$ cat src/rtl/ring_buff_drain_pkg.sv
// Shared types and helpers for the ring-buffer drain controller.
package ring_buff_drain_pkg;

    // Drain controller states: waiting for a burst trigger, or draining.
    typedef enum logic {
        DRN_IDLE  = 1'b0,
        DRN_DRAIN = 1'b1
    } drn_state_t;

    // Width of the payload carried by a forward token.
    localparam int TOKEN_DATA_W = 8;

    // Forward token: valid flag plus payload.
    typedef struct packed {
        logic                    v;
        logic [TOKEN_DATA_W-1:0] data;
    } FTk_t;

    // The 2-entry skid can take another token if it has room, or if its
    // head leaves in the same cycle the new token arrives.
    function automatic logic skid_can_accept(input logic [1:0] cnt, input logic pop);
        return (cnt < 2'd2) | pop;
    endfunction

endpackage

$ cat src/rtl/ring_drain_skid.sv
// Two-entry registered skid FIFO between the buffer read port and the
// downstream link. Vacated entries are cleared, so head reads '0 when empty.
module ring_drain_skid
    import ring_buff_drain_pkg::*;
#(
    parameter type TYPE_FWRD = FTk_t
) (
    input  logic     clock,
    input  logic     reset,
    input  logic     push,
    input  TYPE_FWRD data,
    input  logic     pop,
    output TYPE_FWRD head,
    output logic [1:0] cnt
);

    TYPE_FWRD   entry0_r;
    TYPE_FWRD   entry1_r;
    logic [1:0] cnt_r;

    // Entry/count update: entry0 is always the head, entry1 the second slot.
    always_ff @(posedge clock) begin
        if (reset) begin
            entry0_r <= '0;
            entry1_r <= '0;
            cnt_r    <= 2'd0;
        end else begin
            case ({push, pop})
                2'b10: begin
                    case (cnt_r)
                        2'd0: begin
                            entry0_r <= data;
                            cnt_r    <= 2'd1;
                        end
                        2'd1: begin
                            entry1_r <= data;
                            cnt_r    <= 2'd2;
                        end
                        default: begin
                            cnt_r <= cnt_r;
                        end
                    endcase
                end
                2'b01: begin
                    if (cnt_r != 2'd0) begin
                        entry0_r <= entry1_r;
                        entry1_r <= '0;
                        cnt_r    <= cnt_r - 2'd1;
                    end else begin
                        cnt_r <= cnt_r;
                    end
                end
                2'b11: begin
                    case (cnt_r)
                        2'd2: begin
                            entry0_r <= entry1_r;
                            entry1_r <= data;
                        end
                        default: begin
                            // One entry (replace head) or none (pop ignored).
                            entry0_r <= data;
                            cnt_r    <= 2'd1;
                        end
                    endcase
                end
                default: begin
                    cnt_r <= cnt_r;
                end
            endcase
        end
    end

    assign head = entry0_r;
    assign cnt  = cnt_r;

endmodule

$ cat src/rtl/ring_buff_drain.sv
// Consumer-side ring buffer controller: decides when to drain in bursts,
// issues read-enables, and forwards tokens downstream under nack back-pressure.
module ring_buff_drain
    import ring_buff_drain_pkg::*;
#(
    parameter int  DEPTH_BUFF  = 16,
    parameter int  WIDTH_DEPTH = $clog2(DEPTH_BUFF),
    parameter type TYPE_FWRD   = FTk_t,
    parameter int  THRESH      = 4,
    parameter int  TIMEOUT     = 8
) (
    input  logic                 clock,
    input  logic                 reset,
    input  logic                 I_Empty,
    input  logic [WIDTH_DEPTH:0] I_Num,
    input  TYPE_FWRD             I_FTk,
    output logic                 O_Re,
    input  logic                 I_Flush,
    output TYPE_FWRD             O_FTk,
    input  logic                 I_Nack,
    output logic                 O_Busy,
    output logic [15:0]          O_Sent
);

    localparam int NUM_W   = WIDTH_DEPTH + 1;
    // The dwell counter never exceeds TIMEOUT-1 before a burst is forced.
    localparam int DWELL_W = (TIMEOUT > 1) ? $clog2(TIMEOUT) : 1;

    drn_state_t         state_r;
    logic [DWELL_W-1:0] dwell_r;
    logic [15:0]        sent_r;

    logic       pop_s;
    logic       re_s;
    logic       start_s;
    logic       drain_done_s;
    TYPE_FWRD   push_data_s;
    TYPE_FWRD   skid_head_s;
    logic [1:0] skid_cnt_s;

    // Handshake, read-enable and burst-trigger decisions for this cycle.
    always_comb begin
        pop_s       = (skid_cnt_s != 2'd0) & ~I_Nack;
        re_s        = (state_r == DRN_DRAIN) & ~I_Empty & skid_can_accept(skid_cnt_s, pop_s);
        push_data_s = I_FTk;
        push_data_s.v = 1'b1;
        start_s     = (I_Num >= NUM_W'(THRESH))
                    | (I_Flush & ~I_Empty)
                    | ((dwell_r == DWELL_W'(TIMEOUT - 1)) & ~I_Empty);
        drain_done_s = I_Empty & (skid_cnt_s == 2'd0) & ~re_s;
    end

    // Burst FSM with the dwell counter that forces a burst for a lingering low fill.
    always_ff @(posedge clock) begin
        if (reset) begin
            state_r <= DRN_IDLE;
            dwell_r <= '0;
        end else begin
            case (state_r)
                DRN_IDLE: begin
                    if (start_s) begin
                        state_r <= DRN_DRAIN;
                        dwell_r <= '0;
                    end else if (I_Empty) begin
                        dwell_r <= '0;
                    end else begin
                        dwell_r <= dwell_r + DWELL_W'(1);
                    end
                end
                DRN_DRAIN: begin
                    dwell_r <= '0;
                    if (drain_done_s) begin
                        state_r <= DRN_IDLE;
                    end else begin
                        state_r <= DRN_DRAIN;
                    end
                end
                default: begin
                    state_r <= DRN_IDLE;
                    dwell_r <= '0;
                end
            endcase
        end
    end

    // Count of tokens accepted downstream, wrapping at 16 bits.
    always_ff @(posedge clock) begin
        if (reset) begin
            sent_r <= 16'd0;
        end else if (pop_s) begin
            sent_r <= sent_r + 16'd1;
        end else begin
            sent_r <= sent_r;
        end
    end

    ring_drain_skid #(
        .TYPE_FWRD (TYPE_FWRD)
    ) u_skid (
        .clock (clock),
        .reset (reset),
        .push  (re_s),
        .data  (push_data_s),
        .pop   (pop_s),
        .head  (skid_head_s),
        .cnt   (skid_cnt_s)
    );

    assign O_Re   = re_s;
    assign O_FTk  = skid_head_s;
    assign O_Busy = (state_r != DRN_IDLE) | (skid_cnt_s != 2'd0);
    assign O_Sent = sent_r;

endmodule

$ cat config.mk
export PLATFORM = sky130hd
export DESIGN_NAME = ring_buff_drain
export DESIGN_NICKNAME = d
export VERILOG_FILES = /design/src/rtl/ring_buff_drain_pkg.sv /design/src/rtl/ring_drain_skid.sv /design/src/rtl/ring_buff_drain.sv
export SDC_FILE = /design/constraint.sdc
export NUM_CORES = 1
export LEC_CHECK = 0
export ABC_CLOCK_PERIOD_IN_PS = 3500
export BUFFER_PORTS_ARGS = -buffer_cell sky130_fd_sc_hd__buf_2
export CAP_MARGIN = 0
export CORE_MARGIN = 2
export CORE_UTILIZATION = 25
export CTS_CLUSTER_DIAMETER = 60
export CTS_CLUSTER_SIZE = 30
export DETAILED_ROUTE_END_ITERATION = 6
export GPL_TIMING_DRIVEN = 0
export PLACE_DENSITY = 0.53
export SLEW_MARGIN = 20
export SYNTH_ARGS = -nofsm -noshare
export SYNTH_HDL_FRONTEND = slang
export SYNTH_HIERARCHICAL = 1
export SYNTH_SLANG_ARGS = --single-unit
$ cat constraint.sdc
create_clock -name clock -period 3.5 [get_ports clock]
set_clock_uncertainty 0.15 [all_clocks]
set_input_delay 0.7 -clock clock [delete_from_list [all_inputs] [get_ports clock]]
set_output_delay 0.7 -clock clock [all_outputs]
set_load 0.02 [all_outputs]
# Word level (Yosys, flattened, before mapping)
# Cells that the tools add are included.
dict set report totals {
  ff_bits 40
  word_cells 64
}
dict set report classes {
  n_lt_le_gt_ge 2
  reduce_logical 6
  bitwise_logic 15
  addsub 3
  mux 18
  eq_ne 12
}
# cell n
set ops {}
lappend ops {{two-way mux 9 bit} 6}
lappend ops {{case mux 9 bit (3 select lines)} 2}
lappend ops {{adder 16 x 1 -> 16 bit (second input constant)} 1}
lappend ops {{!= test 2 bit (second input constant)} 4}
lappend ops {{AND reduction 4 bit} 2}
lappend ops {{AND 1 bit} 7}
lappend ops {{== test 2 bit (second input constant)} 3}
lappend ops {{two-way mux 3 bit} 2}
lappend ops {{case mux 2 bit (3 select lines)} 1}
lappend ops {{case mux 3 bit (2 select lines)} 1}
lappend ops {{greater-or-equal comparator 5 x 3 -> 1 bit (second input constant)} 1}
lappend ops {{== test 2 x 1 -> 1 bit (second input constant)} 2}
lappend ops {{two-way mux 2 bit} 2}
lappend ops {{NOT 1 bit} 4}
lappend ops {{bitwise OR 1 bit} 4}
lappend ops {{case mux 2 bit (2 select lines)} 1}
lappend ops {{adder 3 x 1 -> 3 bit (second input constant)} 1}
lappend ops {{== test 3 bit (second input constant)} 1}
lappend ops {{!= test 3 bit (second input constant)} 1}
lappend ops {{AND reduction 3 bit} 1}
lappend ops {{nonzero test 3 bit} 1}
lappend ops {{zero test 2 bit} 1}
lappend ops {{less-than comparator 2 bit (second input constant)} 1}
lappend ops {{two-way mux 1 bit} 2}
lappend ops {{4 further kinds} 4}

# Longest topological paths before layout
dict set report depth {
  word_depth 8
  mapped_depth 7
  depth_no_buf 5
}

# Hierarchy
# Netlist, hierarchy kept.
# mod seq_area_each_um2 cells_each n_inst area_per_inst_um2
set by_module_without_submodules {}
lappend by_module_without_submodules {ring_drain_skid 400.4 115 1 1089.8}
lappend by_module_without_submodules {ring_buff_drain 400.4 101 1 924.6}

# Worst setup path after synthesis
# Ideal clock, no wire load.
dict set report synth_path {
  path_kind {input port to flip-flop}
  startpoint {input I_Nack}
  endpoint {register u_skid.entry0_r (netlist bit u_skid/head[1])}
  n_path_buf 1
  t_arrival_ps 2437
  setup_ps 91
  cell_stages 5
  required_time_ps 3259
  setup_slack_ps 822
  path_cell_list {a211oi_1 > mux2_4 > buf_4 > nor2_1 > a311oi_1}
}
dict set report synth_via {
  elab_chain_cells 7
}
# item line_no
set synth_rtl {}
lappend synth_rtl {{start: declaration} ring_buff_drain.sv:20} ;# input logic I_Nack,
lappend synth_rtl {{NOT 1 bit (*)} ring_buff_drain.sv:43} ;# pop_s = (skid_cnt_s != 2'd0) & ~I_Nack;
lappend synth_rtl {{AND 1 bit (*)} ring_buff_drain.sv:43}
lappend synth_rtl {{bitwise OR 1 bit} ring_buff_drain_pkg.sv:22} ;# return (cnt < 2'd2) | pop;
lappend synth_rtl {{AND 1 bit} ring_buff_drain.sv:44} ;# re_s = (state_r == DRN_DRAIN) & ~I_Empty & skid_can_accept(skid_cnt_s, pop_s);
lappend synth_rtl {{== test 2 bit or == test 2 x 1 -> 1 bit (tied branches)} ring_drain_skid.sv:28} ;# case ({push, pop})
lappend synth_rtl {{!= test 2 bit (no line) or nonzero test 3 bit (tied branches)} n/a}
lappend synth_rtl {{AND reduction 3 bit (no line)} n/a}
lappend synth_rtl {{end signal: assignment} ring_drain_skid.sv:32} ;# entry0_r <= data;
lappend synth_rtl {{end signal: assignment} ring_drain_skid.sv:46} ;# entry0_r <= entry1_r;
lappend synth_rtl {{end signal: assignment} ring_drain_skid.sv:56} ;# entry0_r <= entry1_r;
lappend synth_rtl {{end: declaration} ring_drain_skid.sv:17} ;# TYPE_FWRD entry0_r;
# Every way passes the cells marked *; elsewhere a longest branch is shown, timed or not.
# A chain may end at the register's enable or synchronous reset.

# Worst setup path after layout
dict set report layout_path {
  startpoint {input I_Nack}
  endpoint {output O_Re}
}
dict set report layout_via {
  elab_chain_cells 4
}
# item line_no
set layout_rtl {}
lappend layout_rtl {{NOT 1 bit} ring_buff_drain.sv:43}
lappend layout_rtl {{AND 1 bit} ring_buff_drain.sv:43}
lappend layout_rtl {{bitwise OR 1 bit} ring_buff_drain_pkg.sv:22}
lappend layout_rtl {{AND 1 bit} ring_buff_drain.sv:44}
lappend layout_rtl {{end: declaration} ring_buff_drain.sv:17} ;# output logic O_Re,
# Every way passes these cells.

==> impl_metrics.csv <==
group,metric,value,unit
status,outcome,"completed",
setup_path,worstPathCellList,"buf_2, a211oi_1, buf_2",
routing,routed_wl,4.57,mm
final_layout,finalNetCount,290,
synth,ys_async_sr_fraction,0,
power_and_ir_drop,leakagePower,0.992,nW
placed_design,port_buffers,41,
setup_path,crit_type,"input pin to primary output",
synth,synth-edff-count,0,
setup_path,crit_path_top_delay_cell,"a211oi_1",
setup_path,reg2reg_setup_slack,1.21,ns
synth,syn_area_per_cell,9.33,µm²
synth,yosysTopAreaCellShare,0.398,
global_routing,grt_pass1_wl,7.53,mm
routing,drcViolationCount,0,
sta,tightest_slew,0.924,ns
synth,netlist_instances,216,
floorplan,dieWidth,93.8,µm
sta,tns,0,ns
setup_path,crit_buf_inv,2,
clock_tree,cts_tree,"built",
placed_design,gp_congestion,0.718,
routing,ant_nets,0,
global_routing,first_global_vias,1605,
clock_tree,cts_buffer_depth,2,
sta,setup_viol,0,
run,maxCapViolCount,0,
placed_design,place_ws,0.737,ns
routing,wl_met1,2.12,mm
setup_path,slowest_delay,0.77,ns
final_layout,diodes,0,
synth,synth_top_area_cell,"dfxtp_1",
global_routing,track_usage,0.107,
setup_path,crit_fanout,8,
synth,seq_area_frac_synth,0.398,
routing,routed.top_layer,"met4",
sta,final.setup.worst_slack,0.762,ns
floorplan,fp.dieH,93.8,µm
floorplan,row_count,32,
sta,grt_setup_unrepaired,"no",
sta,final.min_clock_period,2.74,ns
final_layout,area_growth,21.3,%
sta,fin_crit_sh,0.782,
clock_tree,htree_num_levels,2,
sta,hold_violations,0,
final_layout,fillCellCount,856,
routing,first_pass_iters,4,
clock_tree,cts_root_buf,"clkbuf_8",
routing,wl_per_cell,12.4,µm
power_and_ir_drop,power_density,438,nW/µm²
final_layout,layout-drive-gt1-share,0.278,
clock_tree,cts.repair.resized,0,
setup_path,cpMostUsedCell,"buf_2",
routing,via_count,1744,
setup_path,critPathArrivalTime,1.89,ns
synth,yosysUniqueCellTypes,47,
floorplan,num_io_pins,46,
floorplan,die_area,8790,µm²
setup_path,start_kind,"input pin",
synth,netlist_top_cells_area,"dfxtp_1 40%, a311oi_1 4.3%, nand4b_1 3.9%",
global_routing,antenna_found_initial,0,
power_and_ir_drop,design_power_total,1.07,mW
routing,via_per_inst,4.74,
final_layout,final_common_cell,"buf_2",
clock_tree,clkSinkCount,40,
placed_design,hpwl,3.46,mm
floorplan,initial_core_util,0.259,
clock_tree,clock_latency,0.29,ns
sta,max_freq,365,MHz
synth,synth_top_flop_cell,"dfxtp_1",
synth,yosysWarningCount,6,
worst_hold_path,hold_class,"flop to flop",
synth,syn_area,2010,µm²
sta,relSlewSlack,0.380,
global_routing,grt_overflow,0,
floorplan,coreArea,7770,µm²
routing,initialDrtViolationCount,63,
clock_tree,hold_buffers,0,
routing,route.met2.wl,2.06,mm
setup_path,worstPathRequired,2.65,ns
synth,synth_seq_cells,40,
clock_tree,cts_setup_buffers,0,
power_and_ir_drop,ir_drop,0.000209,V
setup_path,crit_path_end_kind,"primary output",
global_routing,grt_max_degree,13,
routing,wl_met3,345,µm
sta,drv_slew,0,
clock_tree,path_clk_slew,0.08,ns
final_layout,mostFrequentLayoutCells,"43 x buf_2, 40 x dfxtp_1, 21 x nor2_1",
setup_path,cp_top_family,"compound AO/OA/AOI/OAI gates",
clock_tree,cts_buffers,5,
-- Yosys cell counts (2+ instances only) --
| library cell | count |
|---|---|
| and3_1 | 3 |
| nor2_1 | 21 |
| o21ai_2 | 9 |
| or4_1 | 4 |
| nand3b_1 | 9 |
| nand2_1 | 5 |
| o21a_1 | 2 |
| o21ai_0 | 4 |
| nand2b_1 | 10 |
| mux2_4 | 2 |
| buf_4 | 3 |
| a311oi_1 | 10 |
| clkbuf_1 | 6 |
| buf_2 | 2 |
| a21oi_1 | 7 |
| o31ai_1 | 4 |
| inv_1 | 6 |
| xor2_1 | 7 |
| ha_1 | 6 |
| nor2b_1 | 2 |
| o21ai_1 | 9 |
| nor3b_1 | 2 |
| dfxtp_1 | 40 |
| or3_1 | 3 |
| nand4_1 | 6 |
| mux2i_1 | 2 |
| nor4_1 | 2 |
| nand4b_1 | 9 |
| nand3_1 | 3 |
-- final timing paths --
| path | startpoint | to | cells past startpoint |
|---|---|---|---|
| setup / recovery | I_Nack | O_Re | 3 |
| hold reg to reg | dwell_r[0]$_SDFF_PP0_ | dwell_r[0]$_SDFF_PP0_ | 1 |
| setup reg to reg | state_r$_SDFF_PP0_ | u_skid/head[0]$_SDFFE_PP0P_ | 6 |
| hold / removal | dwell_r[0]$_SDFF_PP0_ | dwell_r[0]$_SDFF_PP0_ | 1 |
-- where the power goes --
part | switching, mW | leakage (nW) | internal (mW)
registers | 0.0205 | 0.324 | 0.483
logic | 0.150 | 0.617 | 0.101
clock network | 0.158 | 0.0510 | 0.157
-- metal layers --
layer  global-route usage  vias to the layer above
met5                    0                        -
met4               0.0326                        0
met3               0.0377                        8
met2                0.173                       52
met1                0.134                      796
li1                     -                      888
-- cell type report --
class | count | area, µm² | area share
multi-input cells | 159 | 1130 | 0.462
flip-flops and latches | 40 | 801 | 0.328
repair buffers | 41 | 205 | 0.0840
well taps | 102 | 128 | 0.0522
clock buffers | 6 | 82.6 | 0.0338
plain buffers | 12 | 66.3 | 0.0271
inverters | 6 | 22.5 | 0.00922
clock inverters | 2 | 10.0 | 0.00410
-- kinds of logic after synthesis --
| group | Yosys count | synth area share |
|---|---|---|
| other | 1 | 0.00186 |
| adder cells (fa/ha/maj) | 6 | 0.0373 |
| flip-flops | 40 | 0.398 |
| multiplexers | 4 | 0.0248 |
| AND/OR/NAND/NOR | 87 | 0.272 |
| buffers and inverters | 18 | 0.0441 |
| XOR/XNOR | 8 | 0.0348 |
| AO/OA/AOI/OAI | 52 | 0.188 |
-- flip-flops by register name, indices dropped and copies added (netlist names) --
signal           cells
u_skid/cnt           2
dwell_r              3
O_Sent              16
u_skid/head          9
u_skid/entry1_r      9
state_r              1
-- per-stage QoR --
step | hold slack, ns | area [µm²] | util | cells
2_1_floorplan | 0.246 | 2020 | - | 217
3_3_place_gp | 0.255 | 2350 | 0.303 | 360
3_5_place_dp | 0.263 | 2350 | 0.303 | 360
4_1_cts | 0.275 | 2440 | 0.315 | 368
5_1_grt | 0.306 | 2440 | 0.315 | 368
6_report | 0.268 | 2440 | 0.315 | 368
No activity file was read; power rests on OpenSTA's default activity.
